File: src/rtl/auv_pkg.sv
// auv_pkg: shared types, opcode constants and decode helpers for the AUV decode stage.
// Contents: auv_op_e opcode classes, imm_fmt_e immediate formats, auv_state_e
// decode FSM states, auv_dec_t decoded-field record, OPC_* opcodes, INST_NOP.
package auv_pkg;

    typedef enum logic [3:0] {
        OP_NONE   = 4'd0,
        OP_LUI    = 4'd1,
        OP_AUIPC  = 4'd2,
        OP_JAL    = 4'd3,
        OP_JALR   = 4'd4,
        OP_BRANCH = 4'd5,
        OP_LOAD   = 4'd6,
        OP_STORE  = 4'd7,
        OP_OPIMM  = 4'd8,
        OP_OP     = 4'd9,
        OP_FENCE  = 4'd10,
        OP_SYSTEM = 4'd11
    } auv_op_e;

    typedef enum logic [2:0] {IMM_I, IMM_S, IMM_B, IMM_U, IMM_J, IMM_R} imm_fmt_e;

    typedef enum logic {ST_WARM, ST_RUN} auv_state_e;

    typedef struct packed {
        auv_op_e     op;
        logic [2:0]  funct3;
        logic        funct7b5;
        logic [4:0]  rd;
        logic [4:0]  rs1;
        logic [4:0]  rs2;
        logic [31:0] imm;
        logic        illegal;
    } auv_dec_t;

    localparam logic [6:0] OPC_LUI    = 7'h37;
    localparam logic [6:0] OPC_AUIPC  = 7'h17;
    localparam logic [6:0] OPC_JAL    = 7'h6f;
    localparam logic [6:0] OPC_JALR   = 7'h67;
    localparam logic [6:0] OPC_BRANCH = 7'h63;
    localparam logic [6:0] OPC_LOAD   = 7'h03;
    localparam logic [6:0] OPC_STORE  = 7'h23;
    localparam logic [6:0] OPC_OPIMM  = 7'h13;
    localparam logic [6:0] OPC_OP     = 7'h33;
    localparam logic [6:0] OPC_FENCE  = 7'h0f;
    localparam logic [6:0] OPC_SYSTEM = 7'h73;

    localparam logic [31:0] INST_NOP = 32'h0000_0013;

    function automatic auv_op_e op_class(input logic [6:0] opc);
        case (opc)
            OPC_LUI:    return OP_LUI;
            OPC_AUIPC:  return OP_AUIPC;
            OPC_JAL:    return OP_JAL;
            OPC_JALR:   return OP_JALR;
            OPC_BRANCH: return OP_BRANCH;
            OPC_LOAD:   return OP_LOAD;
            OPC_STORE:  return OP_STORE;
            OPC_OPIMM:  return OP_OPIMM;
            OPC_OP:     return OP_OP;
            OPC_FENCE:  return OP_FENCE;
            OPC_SYSTEM: return OP_SYSTEM;
            default:    return OP_NONE;
        endcase
    endfunction

    // Unknown opcodes get the R format so they carry a zero immediate.
    function automatic imm_fmt_e imm_fmt(input auv_op_e op);
        return op inside {OP_LUI, OP_AUIPC} ? IMM_U :
               op == OP_JAL                 ? IMM_J :
               op == OP_BRANCH              ? IMM_B :
               op == OP_STORE               ? IMM_S :
               op inside {OP_JALR, OP_LOAD, OP_OPIMM, OP_FENCE, OP_SYSTEM} ? IMM_I : IMM_R;
    endfunction

endpackage

File: src/rtl/auv_decode_if.sv
// auv_decode_if: fetch-side and execute-side signals of the decode stage.
// Fetch: if_inst, if_pc, if_pop. Control: jmp. Execute: ex_ready, de_valid and
// the decoded fields de_*. Modport slave is the decode stage, master is its environment.
interface auv_decode_if
    import auv_pkg::*;
#(
    parameter int ADDR_WIDTH = 24
);
    logic [31:0]           if_inst;
    logic [ADDR_WIDTH-3:0] if_pc;
    logic                  if_pop;
    logic                  jmp;
    logic                  ex_ready;
    logic                  de_valid;
    logic [ADDR_WIDTH-3:0] de_pc;
    auv_op_e               de_op;
    logic [2:0]            de_funct3;
    logic                  de_funct7b5;
    logic [4:0]            de_rd;
    logic [4:0]            de_rs1;
    logic [4:0]            de_rs2;
    logic [31:0]           de_imm;
    logic                  de_illegal;

    modport master (
        output if_inst, if_pc, jmp, ex_ready,
        input  if_pop, de_valid, de_pc, de_op, de_funct3, de_funct7b5,
               de_rd, de_rs1, de_rs2, de_imm, de_illegal
    );

    modport slave (
        input  if_inst, if_pc, jmp, ex_ready,
        output if_pop, de_valid, de_pc, de_op, de_funct3, de_funct7b5,
               de_rd, de_rs1, de_rs2, de_imm, de_illegal
    );
endinterface

File: src/rtl/auv_immgen.sv
// auv_immgen: combinational RV32I immediate generator, sign-extended from inst[31].
// Ports: inst_i (instruction bits 31:7), fmt_i (immediate format), imm_o (32-bit immediate).
module auv_immgen
    import auv_pkg::*;
(
    input  logic [31:7] inst_i,
    input  imm_fmt_e    fmt_i,
    output logic [31:0] imm_o
);
    always_comb
        imm_o = fmt_i == IMM_I ? {{20{inst_i[31]}}, inst_i[31:20]} :
                fmt_i == IMM_S ? {{20{inst_i[31]}}, inst_i[31:25], inst_i[11:7]} :
                fmt_i == IMM_B ? {{19{inst_i[31]}}, inst_i[31], inst_i[7], inst_i[30:25], inst_i[11:8], 1'b0} :
                fmt_i == IMM_U ? {inst_i[31:12], 12'h000} :
                fmt_i == IMM_J ? {{11{inst_i[31]}}, inst_i[31], inst_i[19:12], inst_i[20], inst_i[30:21], 1'b0} :
                32'h0;
endmodule

File: src/rtl/auv_decode.sv
// auv_decode: RV32I decode stage holding one decoded instruction toward execute.
// Ports: clk, rst_n (synchronous, active low), bus (auv_decode_if.slave: fetch
// inst/pc/pop, jmp flush, execute ready/valid and decoded de_* fields).
// Option: define AUV_DECODE_ILLEGAL_EN to compute de_illegal; otherwise it is tied 0.
module auv_decode
    import auv_pkg::*;
#(
    parameter int ADDR_WIDTH = 24
) (
    input  logic        clk,
    input  logic        rst_n,
    auv_decode_if.slave bus
);
    auv_state_e            state_q, state_d;
    logic                  valid_q, valid_d, accept, illegal;
    logic [ADDR_WIDTH-3:0] pc_q;
    auv_dec_t              dec_q, dec_d;
    auv_op_e               op;
    imm_fmt_e              fmt;
    logic [31:0]           imm;

    always_ff @(posedge clk)
        if (!rst_n) state_q <= ST_WARM;
        else        state_q <= state_d;

    // The bootrom output is stale for the first cycle after reset, so WARM lasts exactly one cycle.
    always_comb state_d = state_q == ST_WARM ? ST_RUN : state_q;

    always_comb begin
        accept     = rst_n && state_q == ST_RUN && !bus.jmp && (!valid_q || bus.ex_ready);
        bus.if_pop = accept;
    end

    always_comb valid_d = bus.jmp ? 1'b0 : accept ? 1'b1 : valid_q && !bus.ex_ready;

    assign op  = op_class(bus.if_inst[6:0]);
    assign fmt = imm_fmt(op);

    auv_immgen u_immgen (
        .inst_i (bus.if_inst[31:7]),
        .fmt_i  (fmt),
        .imm_o  (imm)
    );

`ifdef AUV_DECODE_ILLEGAL_EN
    logic [6:0] f7;
    logic [2:0] f3;
    assign f7 = bus.if_inst[31:25];
    assign f3 = bus.if_inst[14:12];
    // For OP-IMM only the shifts constrain funct7; other funct3 values use those bits as immediate.
    always_comb
        illegal = bus.if_inst[1:0] != 2'b11 || op == OP_NONE
               || (op == OP_OP && f7 != 7'h00 && f7 != 7'h20)
               || (op == OP_OP && f7 == 7'h20 && f3 != 3'd0 && f3 != 3'd5)
               || (op == OP_OPIMM && f3 == 3'd1 && f7 != 7'h00)
               || (op == OP_OPIMM && f3 == 3'd5 && f7 != 7'h00 && f7 != 7'h20)
               || (op == OP_BRANCH && (f3 == 3'd2 || f3 == 3'd3))
               || (op == OP_LOAD && (f3 == 3'd3 || f3 > 3'd5))
               || (op == OP_STORE && f3 > 3'd2);
`else
    assign illegal = 1'b0;
`endif

    always_comb
        dec_d = '{op: op, funct3: bus.if_inst[14:12], funct7b5: bus.if_inst[30],
                  rd: bus.if_inst[11:7], rs1: bus.if_inst[19:15], rs2: bus.if_inst[24:20],
                  imm: imm, illegal: illegal};

    always_ff @(posedge clk)
        if (!rst_n) begin
            valid_q <= 1'b0;
            pc_q    <= '0;
            dec_q   <= '0;
        end else begin
            valid_q <= valid_d;
            if (accept) begin
                pc_q  <= bus.if_pc;
                dec_q <= dec_d;
            end
        end

    assign bus.de_valid    = valid_q;
    assign bus.de_pc       = pc_q;
    assign bus.de_op       = dec_q.op;
    assign bus.de_funct3   = dec_q.funct3;
    assign bus.de_funct7b5 = dec_q.funct7b5;
    assign bus.de_rd       = dec_q.rd;
    assign bus.de_rs1      = dec_q.rs1;
    assign bus.de_rs2      = dec_q.rs2;
    assign bus.de_imm      = dec_q.imm;
    assign bus.de_illegal  = dec_q.illegal;
endmodule

File: src/flat_wrapper.sv
// flat-port wrapper written by rule: the top's interface ports become plain ports
module auv_decode_flat import auv_pkg::*;
#(
    parameter int ADDR_WIDTH = 24
)
  (clk, rst_n, bus_if_inst, bus_if_pc, bus_jmp, bus_ex_ready, bus_if_pop, bus_de_valid, bus_de_pc, bus_de_op, bus_de_funct3, bus_de_funct7b5, bus_de_rd, bus_de_rs1, bus_de_rs2, bus_de_imm, bus_de_illegal);
  auv_decode_if #(.ADDR_WIDTH(ADDR_WIDTH)) bus_i ();
  input  logic clk;
  input  logic rst_n;
  input wire logic [$bits(bus_i.if_inst)-1:0] bus_if_inst;
  input wire logic [$bits(bus_i.if_pc)-1:0] bus_if_pc;
  input wire logic [$bits(bus_i.jmp)-1:0] bus_jmp;
  input wire logic [$bits(bus_i.ex_ready)-1:0] bus_ex_ready;
  output wire logic [$bits(bus_i.if_pop)-1:0] bus_if_pop;
  output wire logic [$bits(bus_i.de_valid)-1:0] bus_de_valid;
  output wire logic [$bits(bus_i.de_pc)-1:0] bus_de_pc;
  output wire logic [$bits(bus_i.de_op)-1:0] bus_de_op;
  output wire logic [$bits(bus_i.de_funct3)-1:0] bus_de_funct3;
  output wire logic [$bits(bus_i.de_funct7b5)-1:0] bus_de_funct7b5;
  output wire logic [$bits(bus_i.de_rd)-1:0] bus_de_rd;
  output wire logic [$bits(bus_i.de_rs1)-1:0] bus_de_rs1;
  output wire logic [$bits(bus_i.de_rs2)-1:0] bus_de_rs2;
  output wire logic [$bits(bus_i.de_imm)-1:0] bus_de_imm;
  output wire logic [$bits(bus_i.de_illegal)-1:0] bus_de_illegal;
  assign bus_i.if_inst = bus_if_inst;
  assign bus_i.if_pc = bus_if_pc;
  assign bus_i.jmp = bus_jmp;
  assign bus_i.ex_ready = bus_ex_ready;
  assign bus_if_pop = bus_i.if_pop;
  assign bus_de_valid = bus_i.de_valid;
  assign bus_de_pc = bus_i.de_pc;
  assign bus_de_op = bus_i.de_op;
  assign bus_de_funct3 = bus_i.de_funct3;
  assign bus_de_funct7b5 = bus_i.de_funct7b5;
  assign bus_de_rd = bus_i.de_rd;
  assign bus_de_rs1 = bus_i.de_rs1;
  assign bus_de_rs2 = bus_i.de_rs2;
  assign bus_de_imm = bus_i.de_imm;
  assign bus_de_illegal = bus_i.de_illegal;
  auv_decode #(.ADDR_WIDTH(ADDR_WIDTH)) u_core (.clk(clk), .rst_n(rst_n), .bus(bus_i));
endmodule
File: config.mk
export PLATFORM = sky130hd
export DESIGN_NAME = auv_decode_flat
export DESIGN_NICKNAME = d
export VERILOG_FILES = /design/src/rtl/auv_pkg.sv /design/src/rtl/auv_decode_if.sv /design/src/rtl/auv_immgen.sv /design/src/rtl/auv_decode.sv /design/src/flat_wrapper.sv
export SDC_FILE = /design/constraint.sdc
export NUM_CORES = 1
export LEC_CHECK = 0
export ABC_AREA = 1
export BUFFER_PORTS_ARGS = -buffer_cell sky130_fd_sc_hd__buf_2
export CAP_MARGIN = 20
export CORE_MARGIN = 1
export CORE_UTILIZATION = 35
export CTS_CLUSTER_SIZE = 14
export DETAILED_ROUTE_END_ITERATION = 8
export GPL_ROUTABILITY_DRIVEN = 0
export GPL_TIMING_DRIVEN = 0
export PLACE_DENSITY = 0.58
export SKIP_LAST_GASP = 1
export SYNTH_ARGS = -nofsm -noshare
export SYNTH_HDL_FRONTEND = slang
export SYNTH_SLANG_ARGS = --single-unit
File: constraint.sdc
create_clock -name clk -period 1.6 [get_ports clk]
set_input_delay 0.08 -clock clk [delete_from_list [all_inputs] [get_ports clk]]
set_output_delay 0.08 -clock clk [all_outputs]
set_load 0.005 [all_outputs]
==> summary.txt <==
Power and ir drop
  • Power Density: 897 nW/um^2
  • Combinational share of power: 0.124
  • Reg power frac: 0.488
  • Leak: 2.49 nW
  • Pint: 0.00320 W
  • VDD IR-drop max: 0.471 mV
  • Sw Ratio: 0.255
  • Switching power total: 0.00110 W
  • Clock share of power: 0.387

Die
  • Die height: 99.4 um
  • Die area: 9870 sq um
  • Die width: 99.4 um
  • Initial core utilization: 0.361
  • I/O pins: 138
  • Core area: 9200 sq um
  • Rows: 35

Setup path
  • CP max stage cell: dfxtp_1
  • CP peak stage delay: 310 ps
  • Startpoint types: flip-flop
  • Reg-to-Reg Start: u_core.bus.de_valid$_SDFF_PP0_
  • CP Cell Sequence: inv_1, nor2_2, nor3_4, buf_4, clkbuf_4, buf_2, a211oi_1
  • Worst setup EP type: flip-flop
  • Worst r2r path cells: 7
  • Worst-path fanout max: 10
  • R2r setup slk: 100 ps
  • Worst Path Class, Setup: flip-flop to flip-flop
  • FF-to-FF End: u_core.bus.de_rd[3]$_SDFFE_PN0P_
  • CP bufs+invs: 4
  • Critical path required time: 1810 ps
  • Worst setup path endpoint: u_core.bus.de_rd[3]$_SDFFE_PN0P_
  • Delay-heaviest family, CP: buffers and inverters
  • CP Depth: 7
  • Worst EP arrival: 1710 ps
  • Crit. Startpoint: u_core.bus.de_valid$_SDFF_PP0_

Layout
  • Design Area, Final: 4790 sq um
  • Diode count: 0
  • Multi-input logic area: 1490 sq um
  • Area growth syn-to-layout: 44.3%
  • Finished Core Util: 0.521
  • Fillers: 916
  • Storage element area: 1580 sq um
  • Post-layout net count: 730
  • Share of layout cells above drive strength 1: 0.260

Global route
  • First-pass GRT wire length: 16500 um
  • Initial antenna violation count: 0
  • GR peak layer: met2
  • Met2 GRT Util: 0.346
  • Largest net degree at the start of global routing: 15
  • GRT overflow: 0
  • Total track usage: 0.212
  • Met3 Usage GRT: 0.0583
  • Met1 Use GR: 0.268
  • Vias in the first global route: 3534

Clock network
  • Reg clk slew, reported paths: 80 ps
  • CTS Buf Count: 9
  • Longest Clk Path Bufs: 2
  • H-tree levels: 3
  • Worst-Skew Late Latency: 360 ps
  • CTS sink count: 79
  • Root buffer cell: clkbuf_8
  • CTS tree: yes

Timing
  • Final setup fails: 0
  • RSZ-0062 raised after global routing: yes
  • Setup TNS Final: 0 ps
  • Period utilisation layout: 0.935
  • Relative slew slack: 0.611
  • Setup WS post-layout: 104 ps
  • Slew @ Worst Pin: 583 ps
  • Fmax: 0.669 GHz
  • Final Hold Fails: 0
  • Slew Limit Fails: 0
  • Period minus WS final: 1500 ps
  • Skew final: 12.6 ps

Logic synthesis
  • Yosys synthesis warning count: 0
  • Sequential share of the synthesized area: 0.477
  • Mean Syn Cell Area: 6.86 sq um
  • Distinct cells, synth: 21
  • Flops & latches, synth: 79
  • Syn nets: 542
  • Post-Synthesis Cells: 484
  • Syn Std Cell Area: 3320 sq um

Drt
  • Vias per cell: 4.73
  • DRT Pass-1 Iters: 5
  • Post-Route WL: 10200 um
  • Via count: 3729
  • DR DRC count: 0
  • Detailed-route wire length per cell: 12.9 um
  • Starting DRT DRC Count: 185
  • Final ANT Viol Nets: 0

Run status
  • Run status: finished, final reports clean

Placement
  • Dpl ws: -31.4 ps
  • Placed cell areas: 4140 sq um
  • Port-buffer cells: 136
  • DP HPWL: 7230 um

Hold path
  • Worst hold path type: input port to flip-flop

Run
  • Max Cap Viol: 0
[cell families after synthesis]
family,Yosys count,share of synthesized area
other cells,1,0.00113
buf+inv,61,0.0765
compound gates,79,0.124
flops,79,0.477
simple gates,264,0.321
[power groups by stage]
stage               clock [W]  sequential, W  combinational [W]
finish                0.00166        0.00210           0.000533
global route          0.00178        0.00211           0.000596
CTS                   0.00170        0.00210           0.000533
detailed placement          0        0.00214           0.000453
global placement            0        0.00214           0.000447
floorplan                   0        0.00215           0.000199
[cell usage after synthesis]
master / number / area, sq um
a211oi_1: 3 / 22.5
a21oi_1: 33 / 165
a31oi_1: 3 / 18.8
buf_2: 11 / 55.1
buf_4: 3 / 22.5
clkbuf_1: 12 / 45.0
conb_1: 1 / 3.75
dfxtp_1: 79 / 1580
inv_1: 33 / 124
inv_2: 2 / 7.51
nand2_1: 184 / 691
nand3_1: 36 / 180
nor2_1: 36 / 135
nor2_4: 1 / 11.3
nor3_1: 4 / 20.0
nor3_4: 1 / 16.3
o21a_1: 1 / 7.51
o21ai_0: 38 / 190
o21ai_2: 1 / 8.76
or2_1: 1 / 6.26
or2_2: 1 / 6.26
[timing repair]
| action | 4_1_cts | 5_1_grt |
|---|---|---|
| hold endpoints to repair | 41 | 0 |
| hold buffers | 41 | 0 |
| resized for setup | 2 | 9 |
| cloned | 0 | 0 |
| buffers inserted | 1 | 0 |
| setup endpoints to repair | 1 | 72 |
| pin swaps | 1 | 0 |
[final cells by class]
| cell class | count | area share |
|---|---|---|
| flip-flops and latches | 79 | 0.330 |
| multi-input cells | 344 | 0.310 |
| repair buffers | 178 | 0.229 |
| well taps | 111 | 0.0290 |
| inverters | 35 | 0.0274 |
| plain buffers | 25 | 0.0272 |
| clock buffers | 10 | 0.0267 |
| clock inverters | 6 | 0.0196 |
[worst min-delay path: cells and delay by family]
family                 cells  cell delay (ps)
buffers and inverters      1               80
and+or+nand+nor            3              170
[per-layer routing]
layer / up-vias / wire length [um]
met5: - / 0
met4: 0 / 165
met3: 14 / 764
met2: 134 / 4660
met1: 1675 / 4580
li1: 1906 / -
[cells in the final DEF, fill, tap and decap left out]
cell,count
or2_1,1
a21oi_1,33
nand2_1,184
nor2_1,35
o21a_1,1
clkinvlp_4,1
nor2_2,1
o21ai_0,38
a31oi_1,3
or2_2,1
clkinv_4,2
clkbuf_2,4
clkbuf_4,2
bufinv_16,2
dlygate4sd3_1,41
nor3_4,1
inv_6,1
nor2_4,1
conb_1,1
buf_2,143
nand3_1,36
nor3_1,4
a211oi_1,3
inv_2,2
clkbuf_1,9
o21ai_2,1
inv_1,33
buf_4,5
clkbuf_8,9
dfxtp_1,79
[metrics by stage]
stage                     std cells  power [W]  hold WS (ps)
final                           788    0.00430          19.8
after global routing            788    0.00449          6.44
after CTS                       789    0.00433          10.3
after detailed placement        731    0.00259           243
after global placement          731    0.00259           253
after floorplan                 484    0.00235           108
[sequential cells by signal, indices dropped and copies added, names as in the netlist]
name	count
u_core.bus.de_imm	32
u_core.bus.de_pc	22
u_core.bus.de_rd	5
u_core.bus.de_rs1	5
u_core.bus.de_rs2	5
u_core.bus.de_op	4
u_core.bus.de_funct3	3
u_core.bus.de_funct7b5	1
u_core.bus.de_valid	1
u_core.state_q	1
[worst min path at each step]
stage | from | end | depth (start not counted)
2_1_floorplan | rst_n | u_core.state_q$_DFF_P_ | 0
3_3_place_gp | rst_n | u_core.state_q$_DFF_P_ | 1
3_5_place_dp | rst_n | u_core.state_q$_DFF_P_ | 1
4_1_cts | bus_if_inst[28] | u_core.bus.de_imm[8]$_SDFFE_PN0P_ | 3
5_1_grt | bus_if_inst[28] | u_core.bus.de_imm[8]$_SDFFE_PN0P_ | 3
6_report | bus_ex_ready | u_core.bus.de_valid$_SDFF_PP0_ | 4
Note: power is estimated with default switching activity, not from simulation.
